--- src/rtl/serial_add_ctrl.sv ---
// -----------------------------------------------------------------------------
// serial_add_ctrl -- bit-serial unsigned adder controller
//
// One 1-bit full-adder cell (two half_adder instances plus an OR gate) is
// time-shared across a WIDTH-bit addition. The operands are shifted through
// the cell LSB-first, one bit per clock. The result is returned on a second
// handshake.
//
// Handshake semantics (both ports): a transfer happens on a rising clock edge
// where valid && ready are both high. in_ready is high only in IDLE.
// out_valid is high only in DONE. Because of this the two transfers can never
// coincide. s/c (and ovf) are held stable for as long as out_valid is high.
//
// Optional feature: define SERIAL_ADD_OVF_EN to add the ovf output. ovf is the
// signed two's-complement overflow flag captured in the final bit-cycle.
//
// Ports
//   clk        in   1      clock, rising edge
//   rst        in   1      asynchronous reset, active-high
//   in_valid   in   1      operand pair a/b valid
//   in_ready   out  1      ready to accept operands (IDLE only)
//   a, b       in   WIDTH  unsigned operands
//   out_valid  out  1      s/c hold a completed result (DONE)
//   out_ready  in   1      consumer accepts the result
//   s          out  WIDTH  (a+b) mod 2^WIDTH
//   c          out  1      carry-out, bit WIDTH of a+b
//   ovf        out  1      signed overflow (SERIAL_ADD_OVF_EN only)
//   busy       out  1      high in SHIFT and DONE
// -----------------------------------------------------------------------------

module half_adder (
  input  logic x_i,
  input  logic y_i,
  output logic s_o,
  output logic c_o
);
  assign s_o = x_i ^ y_i;
  assign c_o = x_i & y_i;
endmodule

module serial_add_ctrl #(
  parameter int WIDTH = 8
) (
  input  logic             clk,
  input  logic             rst,
  input  logic             in_valid,
  output logic             in_ready,
  input  logic [WIDTH-1:0] a,
  input  logic [WIDTH-1:0] b,
  output logic             out_valid,
  input  logic             out_ready,
  output logic [WIDTH-1:0] s,
  output logic             c,
`ifdef SERIAL_ADD_OVF_EN
  output logic             ovf,
`endif
  output logic             busy
);

  localparam int CW = (WIDTH > 1) ? $clog2(WIDTH) : 1;

  typedef enum logic [1:0] {
    ST_IDLE  = 2'd0,
    ST_SHIFT = 2'd1,
    ST_DONE  = 2'd2
  } state_t;

  // state_q is the single FSM state register; checkers can bind to it.
  state_t           state_q, state_d;
  logic [WIDTH-1:0] a_sh_q, a_sh_d;
  logic [WIDTH-1:0] b_sh_q, b_sh_d;
  logic [WIDTH-1:0] s_sh_q, s_sh_d;
  logic [CW-1:0]    cnt_q, cnt_d;
  logic             carry_q, carry_d;
  logic [WIDTH-1:0] s_q, s_d;
  logic             c_q, c_d;
`ifdef SERIAL_ADD_OVF_EN
  logic             ovf_q, ovf_d;
`endif

  // Shared full-adder cell.
  logic ha0_s, ha0_c, ha1_c;
  logic cell_sum, cell_cout;

  half_adder u_ha0 (
    .x_i (a_sh_q[0]),
    .y_i (b_sh_q[0]),
    .s_o (ha0_s),
    .c_o (ha0_c)
  );

  half_adder u_ha1 (
    .x_i (ha0_s),
    .y_i (carry_q),
    .s_o (cell_sum),
    .c_o (ha1_c)
  );

  assign cell_cout = ha0_c | ha1_c;

  always_comb begin
    state_d = state_q;
    a_sh_d  = a_sh_q;
    b_sh_d  = b_sh_q;
    s_sh_d  = s_sh_q;
    cnt_d   = cnt_q;
    carry_d = carry_q;
    s_d     = s_q;
    c_d     = c_q;
`ifdef SERIAL_ADD_OVF_EN
    ovf_d   = ovf_q;
`endif
    case (state_q)
      ST_IDLE: begin
        if (in_valid) begin
          state_d = ST_SHIFT;
          a_sh_d  = a;
          b_sh_d  = b;
          carry_d = 1'b0;
          cnt_d   = CW'(WIDTH - 1);
        end
      end
      ST_SHIFT: begin
        // Sum bits enter at the MSB so that after WIDTH shifts bit 0 of the
        // result has arrived at the LSB.
        a_sh_d  = a_sh_q >> 1;
        b_sh_d  = b_sh_q >> 1;
        s_sh_d  = {cell_sum, s_sh_q[WIDTH-1:1]};
        carry_d = cell_cout;
        cnt_d   = cnt_q - CW'(1);
        if (cnt_q == '0) begin
          state_d = ST_DONE;
          cnt_d   = '0;
          // The last sum bit is folded in directly; s_sh_q does not yet
          // contain it on this edge.
          s_d     = {cell_sum, s_sh_q[WIDTH-1:1]};
          c_d     = cell_cout;
`ifdef SERIAL_ADD_OVF_EN
          // carry_q is the carry into the MSB during the final bit-cycle.
          ovf_d   = carry_q ^ cell_cout;
`endif
        end
      end
      ST_DONE: begin
        if (out_ready) begin
          state_d = ST_IDLE;
        end
      end
      default: begin
        state_d = ST_IDLE;
      end
    endcase
  end

  always_ff @(posedge clk or posedge rst) begin
    if (rst) begin
      state_q <= ST_IDLE;
      a_sh_q  <= '0;
      b_sh_q  <= '0;
      s_sh_q  <= '0;
      cnt_q   <= '0;
      carry_q <= 1'b0;
      s_q     <= '0;
      c_q     <= 1'b0;
`ifdef SERIAL_ADD_OVF_EN
      ovf_q   <= 1'b0;
`endif
    end else begin
      state_q <= state_d;
      a_sh_q  <= a_sh_d;
      b_sh_q  <= b_sh_d;
      s_sh_q  <= s_sh_d;
      cnt_q   <= cnt_d;
      carry_q <= carry_d;
      s_q     <= s_d;
      c_q     <= c_d;
`ifdef SERIAL_ADD_OVF_EN
      ovf_q   <= ovf_d;
`endif
    end
  end

  assign in_ready  = (state_q == ST_IDLE);
  assign out_valid = (state_q == ST_DONE);
  assign busy      = (state_q != ST_IDLE);
  assign s         = s_q;
  assign c         = c_q;
`ifdef SERIAL_ADD_OVF_EN
  assign ovf       = ovf_q;
`endif

endmodule

--- config.mk ---
export PLATFORM = sky130hd
export DESIGN_NAME = serial_add_ctrl
export DESIGN_NICKNAME = d
export VERILOG_FILES = /design/src/rtl/serial_add_ctrl.sv
export SDC_FILE = /design/constraint.sdc
export NUM_CORES = 1
export LEC_CHECK = 0
export ABC_CLOCK_PERIOD_IN_PS = 3050
export BUFFER_PORTS_ARGS = -buffer_cell sky130_fd_sc_hd__clkbuf_2
export CAP_MARGIN = 20
export CORE_AREA = 2 2 69 71
export DETAILED_ROUTE_END_ITERATION = 10
export DIE_AREA = 0 0 71 73
export PLACE_DENSITY = 0.59
export SLEW_MARGIN = 20
export SYNTH_ARGS = -nofsm -noshare
export SYNTH_HDL_FRONTEND = slang
export SYNTH_SLANG_ARGS = --single-unit
--- constraint.sdc ---
create_clock -name clk -period 3.05 [get_ports clk]
set_input_delay 0.305 -clock clk [delete_from_list [all_inputs] [get_ports clk]]
set_output_delay 0.305 -clock clk [all_outputs]
set_load 0.01 [all_outputs]
Word-level counts from Yosys, hierarchy flattened. Cells that the tools add are included. Widths: inputs -> output; s select.

$add $sub $neg: 1. Multipliers: 0. Div/mod/pow operators: 0. Magnitude comparators: 0. Equality and inequality tests: 5. Shift-type cells: 0. Mux-type cells: 13. Bitwise logic cells: 5. Reduce and logical (&&, ||, !) cells: 7.

Operator list (count): $pmux 8 s2 (2); $mux 8 (2); $mux 2 (3); $mux 3 (2); $pmux 2 s3 (1); $pmux 3 s2 (1); $ne 2x2->1 const B (2); $reduce_and 2->1 (2); $reduce_bool 2->1 (2); $logic_not 3->1 (1); $reduce_and 3->1 (1); $sub 3x1->3 const B (1); $and 1x1->1 (2); $eq 2x1->1 const B (1); $eq 2x2->1 const B (1); $logic_not 2->1 (1); $ne 2x1->1 const B (1); $pmux 1 s2 (1); $xor 1x1->1 (2); $mux 1 (1); $or 1x1->1 (1).

Register bits after elaboration: 39. Bits in latches: 0. Memory bits (writable): 0. Memory bits (read-only): 0. Input port bits: 20. Output and inout bits: 12. Logic and storage cells: 39. Memories: 0.

Logic depth before layout (Yosys ltp). Gate-level depths: netlist of the first run.

Depth in word-level cells: 4. Depth in mapped cells: 5. Depth with buffers taken out: 5.

Cells and area by module. Synthesis of the first run repeated with hierarchy kept, for this count alone.

Cells, all modules: 147. Area, all modules: 1761.7 um^2.

By module, submodules not included: serial_add_ctrl (times used 1, cells each 145, area each 1736.7 um^2, seq. area each 950.9 um^2); half_adder (times used 2, cells each 1, area each 12.5 um^2, seq. area each 0.0 um^2).

Least setup slack after synthesis of the first run. OpenSTA, ideal clock, no wires.

Path type: register to register. Start: reg cnt_q[0]. End: reg c_q, in the netlist c. Library setup time: 0.125 ns. Arrival time: 1.246 ns. Required time: 2.925 ns. Slack: 1.679 ns. Stages on the path, launching flop included: 5. Buffers on the path: 0. Clock period less this slack: 1.371 ns. Cells stage by stage: dfrtp_1 -> nor2_1 -> ha_1 -> nand2_8 -> mux2_4.

Word-level cells in the longest chain between the ends: 2.

Ends and longest elaborated chain: start, declared (line 73) `logic [CW-1:0] cnt_q, cnt_d;`; start signal, assigned (line 173) `cnt_q <= cnt_d;`; $logic_not 3->1 (line 131) `if (cnt_q == '0) begin`; $reduce_and 2->1 (no line); end signal, assigned (line 164) `c_q <= 1'b0;`; end signal, assigned (line 176) `c_q <= c_d;`; end, declared (line 76) `logic c_q, c_d;`.

Every way passes these cells. A chain may end at the register's enable or synchronous reset.

Worst setup path in the final report of the first run.
Start: reg state_q[0]. End: reg s_q[3], in the netlist s[3].

Word-level cells in the longest chain between the ends: 2.

Ends and longest elaborated chain: start, declared (line 69) `state_t state_q, state_d;`; start signal, assigned (line 169) `state_q <= state_d;`; $eq 2x1->1 (line 113) `case (state_q)`; $reduce_and 2->1 (no line); end signal, assigned (line 163) `s_q <= '0;`; end signal, assigned (line 175) `s_q <= s_d;`; end, declared (line 75) `logic [WIDTH-1:0] s_q, s_d;`.

Every way passes these cells.

==> results of run 1 <==
[kinds of logic after synthesis]
logic type | Yosys count | synth area share [%]
mux | 9 | 7.94
simple gates | 52 | 14.4
fa+ha+maj | 3 | 2.64
buf+inv | 16 | 4.85
compound gates | 39 | 14.3
flops | 38 | 55.8
[power breakdown]
part / switching, mW / leakage, nW / internal (mW) / total (mW)
clock network: 0.164 / 0.0383 / 0.157 / 0.322
registers: 0.182 / 0.488 / 0.712 / 0.894
logic: 0.351 / 0.477 / 0.322 / 0.673
[layout make-up]
cell class / count / share of cell area, %
well taps: 54 / 3.47
multi-input cells: 103 / 34.3
inverters: 6 / 1.16
repair buffers: 32 / 8.34
clock buffers: 7 / 3.92
flip-flops and latches: 38 / 48.8
[cells in the mapped netlist (all sizes together) (2+ instances only)]
library cell  count
mux2              9
and3b             4
a22oi            10
a2bb2oi           2
nor2b             2
nor2              4
a21oi             6
dfrtp            38
o21ai            17
inv               6
buf               7
nand2b            2
ha                2
nand2            39
clkbuf            3
[worst reg2reg max path, stage by stage (launching register included)]
cell	delay, ns
dfrtp_1	0.88
and2b_1	0.48
nand2_8	0.15
mux2_4	0.32
[state kept, by name (all words and copies together), names as in the netlist]
signal and count:
a_sh_q 8, state_q 2, s 8, carry_q 1
c 1, s_sh_q 7, cnt_q 3, b_sh_q 8
[through the flow]
step	total power, mW	util [%]
CTS	1.92	43.0
global placement	1.55	41.3
detailed placement	1.59	41.3
floorplan	1.43	-
global route	2.04	43.0
finish	1.89	43.0
[worst paths after layout]
kind | cells after the start | from | endpoint | slack (ns)
max reg2reg | 3 | state_q[0]$_DFFE_PP0P_ | s[3]$_DFFE_PP0P_ | 1.11
max | 3 | state_q[0]$_DFFE_PP0P_ | s[3]$_DFFE_PP0P_ | 1.11
min | 2 | rst | s_sh_q[4]$_DFFE_PP0P_ | 0.09
max in group asynchronous | 3 | rst | s_sh_q[7]$_DFFE_PP0P_ | 2.24
min in group clk | 2 | a[7] | a_sh_q[7]$_DFFE_PP0P_ | 0.28
min reg2reg | 2 | s_sh_q[1]$_DFFE_PP0P_ | s_sh_q[1]$_DFFE_PP0P_ | 0.48
[metal layers]
metal / global-route usage [%] / share of wire (%)
met2: 21.2 / 44
met3: 5.80 / 7.0
met5: 0 / 0
met1: 18.5 / 48
met4: 3.77 / 0.91
==> run_results.csv, run 1 <==
group,metric,value,unit
synthesis,syn-instance-count,157,
timing,layout_worst_path_cycle_share,63.6,%
clock_network,post_cts_buffers,0,
synthesis,synth_top_cell_area_share,55.8,%
route,via_count,1218,
placement,io_buffers,31,
run,cap_violations,0,
worst_setup_path,crit_family,"flip-flops",
clock_network,cts_inserted_buffers,5,
route,drt.antenna.violating_nets,0,
timing,max_slew.worst_pin.slew,0.826,ns
clock_network,ctsHoldBuffers,0,
clock_network,number_of_h_tree_levels,2,
global_route,global_route.overflow_total,0,
clock_network,cts_tree,"built",
final_layout,layout-area-overhead-vs-synth,14.5,%
timing,rsz0062_at_grt,"no",
final_layout,finalNonFillerCells,240,
global_route,grt_use_total,13.9,%
final_layout,num_antenna_cells,0,
route,initialDrtViolationCount,43,
placement,place_ws,1.10,ns
worst_setup_path,cell_by_cell_trace_of_the_critical_path,"and2b_1 > nand2_8 > mux2_4",
synthesis,synth-edff-count,0,
global_route,wire_length_of_the_first_global_routing_pass,5.68,mm
timing,setup_tns,0,ns
power,peakVddDrop,373,µV
worst_setup_path,worstSetupStartpointType,"flip-flop",
timing,worst_slew_margin_rel,44.8,%
timing,timing_hold_violations_final,0,
route,detail_route.wirelength,3.18,mm
clock_network,clockBufferDepth,2,
clock_network,cts_root_buf,"clkbuf_8",
synthesis,yosys.area.top_type,"dfrtp_1",
worst_setup_path,critical_path_peak_fanout,27,
synthesis,synth_seq_cells,38,
timing,postLayoutSetupSlackWorst,1.11,ns
floorplan,initial_core_util,37.5,%
timing,setup_violations,0,
clock_network,clock_transition_at_the_registers_of_the_reported_paths,0.07,ns
final_layout,filler_cell_count,438,
route,number_of_search_and_repair_iterations_in_the_first_detailed_routing_pass,4,
power,p_per_area,969,mW/mm²
global_route,grt_antenna_before_repair,0,
synthesis,synthesis.yosys.warnings,0,
placement,placement.cell_area,0.00187,mm²
floorplan,dieHeight,73,µm
worst_setup_path,max_stage_delay,0.88,ns
placement,finalWeightedCongestion,0.779,
hold_path,hold_path.class,"input pin to asynchronous set/reset pin",
power,power_leakage,1.00,nW
placement,placedCellCount,233,
final_layout,finalNetCount,209,
timing,slew_viols_final,0,
route,vias_per_cell,5.08,
global_route,grt_max_degree,28,
synthesis,post_synth_main_area_contributors,"dfrtp_1, nand2_1, mux2_4, o21ai_0, a22oi_1",
synthesis,synth_area_per_cell,10.8,µm²
final_layout,sequential_cell_area,951,µm²
floorplan,chipWidth,71,µm
floorplan,row_count,25,
global_route,first_global_vias,1195,
worst_setup_path,critical-path-slowest-cell,"dfrtp_1",
route,remaining_drc_errors,0,
floorplan,design.core.area,0.00454,mm²
synthesis,netlist-cell-type-count,24,
floorplan,die_area,0.00518,mm²
clock_network,quantity_of_gates_resized_following_cts,0,
timing,hold_ws,0.0860,ns
floorplan,io_pins,32,
status,result_of_the_run,"finished, final reports clean",
clock_network,clock_insertion_delay_worst_skew,0.29,ns
final_layout,multi_input_area,669,µm²
synthesis,seq_area_frac_synth,55.8,%
timing,max_clock_freq,516,MHz
clock_network,sink_count_of_the_clock_tree,38,
synthesis,syn_nets,180,
worst_setup_path,critPathCaptureType,"flip-flop",
synthesis,netlist_area,0.00170,mm²
timing,layout_min_cycle_time,1.94,ns
synthesis,yosys_most_used_dff,"dfrtp_1",
route,post_drt_wl_per_cell,13.2,µm
worst_setup_path,type_of_the_worst_setup_path,"flip-flop to flip-flop",
worst_setup_path,cp.required,3.22,ns
synthesis,asyncSetResetFlopFracSynth,100,%
final_layout,ratio_of_cells_with_drive_above_1_in_the_final_layout,25.8,%
timing,skew,0.00629,ns
worst_setup_path,crit_buf_inv,0,
final_layout,layout.cells.most_common_list,"nand2_1, dfrtp_1, clkbuf_2, o21ai_0, a22oi_1",
placement,dp_hpwl,2.27,mm
worst_setup_path,worstPathArrival,2.11,ns
final_layout,stdcell_area,0.00195,mm²
No activity file was read; power rests on OpenSTA's default activity.
==> inputs of run 2 (changes only) <==
--- a/config.mk
+++ b/config.mk
@@ -5,7 +5,8 @@
 export SDC_FILE = /design/constraint.sdc
 export NUM_CORES = 1
 export LEC_CHECK = 0
-export ABC_CLOCK_PERIOD_IN_PS = 3050
+export ABC_AREA = 1
+export ABC_CLOCK_PERIOD_IN_PS = 1900
 export BUFFER_PORTS_ARGS = -buffer_cell sky130_fd_sc_hd__clkbuf_2
 export CAP_MARGIN = 20
 export CORE_AREA = 2 2 69 71
==> constraint.sdc (replaced) <==
create_clock -name clk -period 1.9 [get_ports clk]
set_input_delay 0.19 -clock clk [delete_from_list [all_inputs] [get_ports clk]]
set_output_delay 0.19 -clock clk [all_outputs]
set_load 0.01 [all_outputs]
==> run 2 against run 1 <==
Register-to-register slack got worse by 0.71 ns; wire length increased by 9.2%; sequential share of layout area decreased by 2.2 points; combinational power increased by 100%; clock power increased by 79%; count of clock-buffer cells in the layout decreased by 1; die area unchanged; total power increased by 76%; critical path depth unchanged; critical path type is now flip-flop to output port; largest cell class unchanged; largest power group unchanged.
==> run_results.csv, run 2 <==
group,metric,value,unit
hold_path,hold_path.class,"input pin to flip-flop",
worst_setup_path,worstSetupStartpointType,"flip-flop",
synthesis,syn-instance-count,210,
worst_setup_path,critPathCaptureType,"output port",
global_route,grt_max_degree,39,
global_route,global_route.overflow_total,0,
floorplan,design.core.area,0.00454,mm²
global_route,grt_use_total,14.6,%
synthesis,synthMostInstantiatedCell,"nand2_1",
synthesis,synth_top_cell_area_share,55.6,%
route,post_drt_wl_per_cell,11.6,µm
timing,layout_worst_path_cycle_share,82.4,%
clock_network,sink_count_of_the_clock_tree,38,
floorplan,initial_core_util,37.7,%
timing,worst_slew_margin_rel,68.3,%
synthesis,synth_area_per_cell,8.15,µm²
worst_setup_path,max_stage_delay,0.63,ns
floorplan,row_count,25,
synthesis,synth-edff-count,0,
floorplan,die_area,0.00518,mm²
synthesis,yosys-top-cells-count,"nand2_1, dfrtp_1, o21ai_0",
clock_network,clockBufferDepth,2,
timing,setup_tns,0,ns
synthesis,yosys_most_used_dff,"dfrtp_1",
clock_network,cts_tree,"built",
timing,slew_viols_final,0,
timing,max_clock_freq,639,MHz
route,number_of_search_and_repair_iterations_in_the_first_detailed_routing_pass,4,
synthesis,netlist_area,0.00171,mm²
route,remaining_drc_errors,0,
worst_setup_path,cp.required,1.71,ns
timing,skew,0.00500,ns
final_layout,ratio_of_cells_with_drive_above_1_in_the_final_layout,19.5,%
final_layout,finalNetCount,268,
synthesis,syn_nets,233,
timing,rsz0062_at_grt,"no",
synthesis,synthesis.yosys.warnings,0,
timing,hold_ws,0.128,ns
status,result_of_the_run,"finished, final reports clean",
worst_setup_path,critical-path-slowest-cell,"dfrtp_1",
route,vias_per_cell,4.53,
synthesis,seq_area_frac_synth,55.6,%
placement,placedCellCount,291,
final_layout,finalNonFillerCells,300,
timing,max_slew.worst_pin.slew,0.475,ns
global_route,first_global_vias,1309,
worst_setup_path,cell_by_cell_trace_of_the_critical_path,"buf_4 > nor2_1 > clkbuf_2",
clock_network,cts_inserted_buffers,5,
global_route,grt_antenna_before_repair,0,
timing,timing_hold_violations_final,0,
global_route,wire_length_of_the_first_global_routing_pass,5.86,mm
route,initialDrtViolationCount,101,
final_layout,layout-area-overhead-vs-synth,19.2,%
power,power_leakage,1.12,nW
run,cap_violations,0,
clock_network,number_of_h_tree_levels,2,
clock_network,quantity_of_gates_resized_following_cts,0,
timing,setup_violations,0,
synthesis,asyncSetResetFlopFracSynth,100,%
clock_network,ctsHoldBuffers,1,
final_layout,layout.cells.most_common_list,"nand2_1, dfrtp_1, clkbuf_2, o21ai_0, inv_1",
final_layout,num_antenna_cells,0,
placement,dp_hpwl,2.35,mm
route,via_count,1360,
synthesis,synth_seq_cells,38,
synthesis,post_synth_main_area_contributors,"dfrtp_1, nand2_1, o21ai_0, nand3_1, inv_1",
clock_network,cts_root_buf,"clkbuf_8",
synthesis,netlist-cell-type-count,17,
placement,io_buffers,31,
placement,finalWeightedCongestion,0.744,
route,drt.antenna.violating_nets,0,
route,detail_route.wirelength,3.47,mm
floorplan,dieHeight,73,µm
floorplan,io_pins,32,
worst_setup_path,critical_path_peak_fanout,13,
worst_setup_path,type_of_the_worst_setup_path,"flip-flop to output port",
worst_setup_path,worstPathArrival,1.38,ns
synthesis,yosys.area.top_type,"dfrtp_1",
floorplan,chipWidth,71,µm
power,p_per_area,1630,mW/mm²
clock_network,clock_insertion_delay_worst_skew,0.29,ns
clock_network,clock_transition_at_the_registers_of_the_reported_paths,0.08,ns
clock_network,post_cts_buffers,0,
power,peakVddDrop,517,µV
final_layout,layout.cells.most_common,"nand2_1",
timing,layout_min_cycle_time,1.57,ns
run 2: cell count changes after synthesis, moves of 4 or more:
cell,previous run,this run
nand2_1,38,93
nand3_1,0,16
inv_1,6,18
a22oi_1,10,0
mux2_4,9,0
and3b_1,4,0
run 2: routing by layer:
layer,wire length [µm],up-vias,GRT usage (%),share of wire [%]
met3,133,5,4.42,3.8
met5,0,-,0,0
met1,1620,615,18.4,47
met4,55,0,5.24,1.6
met2,1650,22,24.0,48
li1,-,718,-,-
run 2: path summary, 6_finish.rpt:
path	slack, ns	depth (start not counted)	endpoint	startpoint
worst max-delay path	0.33	3	out_valid	state_q[0]$_DFFE_PP0P_
worst min-delay path	0.13	2	state_q[1]$_DFFE_PP0P_	out_ready
worst max register to register	0.40	5	s[2]$_DFFE_PP0P_	cnt_q[1]$_DFFE_PP0P_
worst min register to register	0.49	2	s[3]$_DFFE_PP0P_	s[3]$_DFFE_PP0P_
max in group asynchronous	1.03	4	b_sh_q[1]$_DFFE_PP0P_	rst
min in group asynchronous	0.53	4	s_sh_q[1]$_DFFE_PP0P_	rst
run 2: logic make-up after synthesis:
kind of cell | Yosys count | share of synthesized area (%)
and+or+nand+nor | 117 | 27.3
buffers and inverters | 28 | 7.09
DFF | 38 | 55.6
adders and majority gates | 3 | 2.63
AOI/OAI and AO/OA | 24 | 7.38
run 2: critical path: cells and delay by family, from the launching register on:
kind	cells	cell delay [ns]
buffers and inverters	2	0.39
flip-flops	1	0.63
AND/OR/NAND/NOR	1	0.06
run 2: power breakdown:
group / switching [mW] / internal, mW
logic: 0.840 / 0.514
clock network: 0.284 / 0.292
registers: 0.225 / 1.17
total: 1.35 / 1.97
run 2: layout make-up:
type	count	area, µm²
fillers	464	2500
clock inverters	2	12.5
repair buffers	37	215
flip-flops and latches	38	951
inverters	19	71.3
well taps	54	67.6
multi-input cells	144	639
clock buffers	6	82.6
run 2: per-stage QoR:
| step | setup WS [ns] | area [µm²] | power (mW) | utilization [%] |
|---|---|---|---|---|
| finish | 0.335 | 2040 | 3.32 | 45.0 |
| global route | 0.165 | 2040 | 3.66 | 45.0 |
| CTS | 0.325 | 2040 | 3.37 | 45.0 |
| detailed placement | 0.428 | 1930 | 2.78 | 42.6 |
| global placement | 0.474 | 1930 | 2.76 | 42.6 |
| floorplan | 0.602 | 1710 | 2.36 | - |
==> inputs of run 3 (changes only) <==
--- a/config.mk
+++ b/config.mk
@@ -6,13 +6,13 @@
 export NUM_CORES = 1
 export LEC_CHECK = 0
 export ABC_AREA = 1
-export ABC_CLOCK_PERIOD_IN_PS = 1900
+export ABC_CLOCK_PERIOD_IN_PS = 1410
 export BUFFER_PORTS_ARGS = -buffer_cell sky130_fd_sc_hd__clkbuf_2
 export CAP_MARGIN = 20
 export CORE_AREA = 2 2 69 71
 export DETAILED_ROUTE_END_ITERATION = 10
 export DIE_AREA = 0 0 71 73
-export PLACE_DENSITY = 0.59
+export PLACE_DENSITY = 0.61
 export SLEW_MARGIN = 20
 export SYNTH_ARGS = -nofsm -noshare
 export SYNTH_HDL_FRONTEND = slang
==> constraint.sdc (replaced) <==
create_clock -name clk -period 1.41 [get_ports clk]
set_input_delay 0.141 -clock clk [delete_from_list [all_inputs] [get_ports clk]]
set_output_delay 0.141 -clock clk [all_outputs]
set_load 0.01 [all_outputs]
==> run 3 against run 2 <==
Final area rose by 2.8%; register-to-register slack got worse by 0.34 ns; clock power up 35%; hold slack got worse by 0.079 ns; utilization is 1.3 points higher; combinational power up 46%; via count is 4.0% higher; largest cell class unchanged.
==> run_results.csv, run 3 (same netlist as run 2, synthesis figures left out) <==
group,metric,value,unit
floorplan,dieHeight,73,µm
timing,timing_hold_violations_final,0,
power,p_switching,1.87,mW
clock_network,cts_root_buf,"clkbuf_8",
final_layout,num_antenna_cells,0,
timing,max_clock_freq,743,MHz
clock_network,clockBufferDepth,2,
placement,dp_hpwl,2.41,mm
final_layout,stdcell_area,0.00210,mm²
hold_path,hold_path.class,"input pin to flip-flop",
worst_setup_path,cp.required,1.61,ns
worst_setup_path,critical_path_peak_fanout,19,
route,drt.antenna.violating_nets,0,
floorplan,initial_core_util,37.7,%
global_route,wire_length_of_the_first_global_routing_pass,5.69,mm
clock_network,number_of_h_tree_levels,2,
placement,placedCellCount,296,
timing,slew_viols_final,0,
power,power_leakage,1.15,nW
timing,worst_slew_margin_rel,68.7,%
timing,layout_worst_path_cycle_share,95.4,%
route,post_drt_wl_per_cell,11.4,µm
timing,layout_min_cycle_time,1.35,ns
worst_setup_path,worstPathArrival,1.54,ns
final_layout,finalNonFillerCells,306,
placement,placement.cell_area,0.00196,mm²
route,detail_route.wirelength,3.48,mm
clock_network,clock_transition_at_the_registers_of_the_reported_paths,0.08,ns
worst_setup_path,critPathCaptureType,"flip-flop",
global_route,global_route.overflow_total,0,
final_layout,ratio_of_cells_with_drive_above_1_in_the_final_layout,23.0,%
route,via_count,1415,
route,remaining_drc_errors,0,
global_route,grt_max_degree,39,
timing,skew,0.00716,ns
clock_network,cts_inserted_buffers,5,
route,initialDrtViolationCount,70,
worst_setup_path,worstSetupStartpointType,"flip-flop",
timing,setup_violations,0,
clock_network,clock_insertion_delay_worst_skew,0.29,ns
global_route,grt_use_total,14.4,%
clock_network,cts_tree,"built",
final_layout,finalNetCount,274,
power,clock_power_share,16.9,%
worst_setup_path,type_of_the_worst_setup_path,"flip-flop to flip-flop",
final_layout,layout.cells.most_common_list,"nand2_1, dfrtp_1, clkbuf_2, o21ai_0, inv_1",
run,cap_violations,0,
power,p_per_area,2190,mW/mm²
global_route,first_global_vias,1266,
power,seq_power_share,40.2,%
floorplan,chipWidth,71,µm
floorplan,die_area,0.00518,mm²
clock_network,sink_count_of_the_clock_tree,38,
placement,finalWeightedCongestion,0.738,
timing,rsz0062_at_grt,"no",
route,number_of_search_and_repair_iterations_in_the_first_detailed_routing_pass,4,
timing,max_slew.worst_pin.slew,0.470,ns
floorplan,io_pins,32,
global_route,grt_antenna_before_repair,0,
power,peakVddDrop,696,µV
status,result_of_the_run,"finished, final reports clean",
final_layout,layout.cells.most_common,"nand2_1",
floorplan,design.core.area,0.00454,mm²
placement,io_buffers,31,
power,comb_power_share,42.9,%
power,power.switching_fraction,40.6,%
power,p_int,2.73,mW
floorplan,row_count,25,
final_layout,layout-area-overhead-vs-synth,22.5,%
route,vias_per_cell,4.62,
[run 3: cell types whose count changed in the layout (fill, tap and decap cells not counted), sizes merged]
| cell | delta |
|---|---|
| buf | +6 |
[run 3: worst max-delay path, cell delays in order, from the launching register on]
cell	delay, ns
dfrtp_1	0.42
nor2_2	0.16
ha_2	0.26
nand3_4	0.18
o21ai_0	0.23
[run 3: what timing repair did]
action,in CTS,in global routing
hold endpoints to repair,38,0
hold buffers,1,0
endpoints found under the setup margin,11,12
gates resized for setup,3,4
buffers inserted,0,1
[run 3: final cells by class]
| type | instances | area (µm²) |
|---|---|---|
| clock inverter | 2 | 12.5 |
| clock buffer | 6 | 82.6 |
| inverter | 19 | 73.8 |
| timing repair buffer | 43 | 248 |
| tap | 54 | 67.6 |
| fill | 448 | 2440 |
| multi-input combinational | 144 | 662 |
| sequential | 38 | 951 |
[run 3: path summary, 6_finish.rpt]
check / startpoint / slack, ns / cells after the start / to
min reg2reg: a_sh_q[5]$_DFFE_PP0P_ / 0.49 / 2 / a_sh_q[5]$_DFFE_PP0P_
max reg2reg: cnt_q[0]$_DFFE_PP0P_ / 0.06 / 4 / s[4]$_DFFE_PP0P_
min in group asynchronous: rst / 0.48 / 4 / s_sh_q[1]$_DFFE_PP0P_
min: out_ready / 0.05 / 2 / state_q[1]$_DFFE_PP0P_
max: cnt_q[0]$_DFFE_PP0P_ / 0.06 / 4 / s[4]$_DFFE_PP0P_
max in group asynchronous: rst / 0.59 / 4 / c$_DFFE_PP0P_
[run 3: stage by stage]
step | hold slack, ns | total power, mW | TNS, ns | util, % | setup WS, ns
floorplan | 0.239 | 3.18 | 0 | - | 0.112
global placement | 0.263 | 3.75 | 0 | 43.2 | 0.0504
detailed placement | 0.275 | 3.80 | -0.307 | 43.2 | -0.0712
CTS | 0.0396 | 4.64 | 0 | 45.8 | 0.00843
global route | 0.0435 | 5.05 | 0 | 46.2 | 0.00844
finish | 0.0486 | 4.60 | 0 | 46.2 | 0.0644
[run 3: power by group through the flow]
stage	clock [mW]	combinational, mW	sequential (mW)
3_3_place_gp	0	1.91	1.84
5_1_grt	0.857	2.29	1.90
6_report	0.779	1.97	1.85
4_1_cts	0.815	1.98	1.84
3_5_place_dp	0	1.95	1.85
2_1_floorplan	0	1.33	1.85
[run 3: metal layers]
| layer | vias up | track usage (%) | share of wire (%) |
|---|---|---|---|
| met5 | - | 0 | 0 |
| met4 | 0 | 6.50 | 2.2 |
| met3 | 9 | 3.73 | 4.5 |
| met2 | 29 | 21.6 | 47 |
| met1 | 648 | 19.8 | 47 |
| li1 | 729 | - | - |
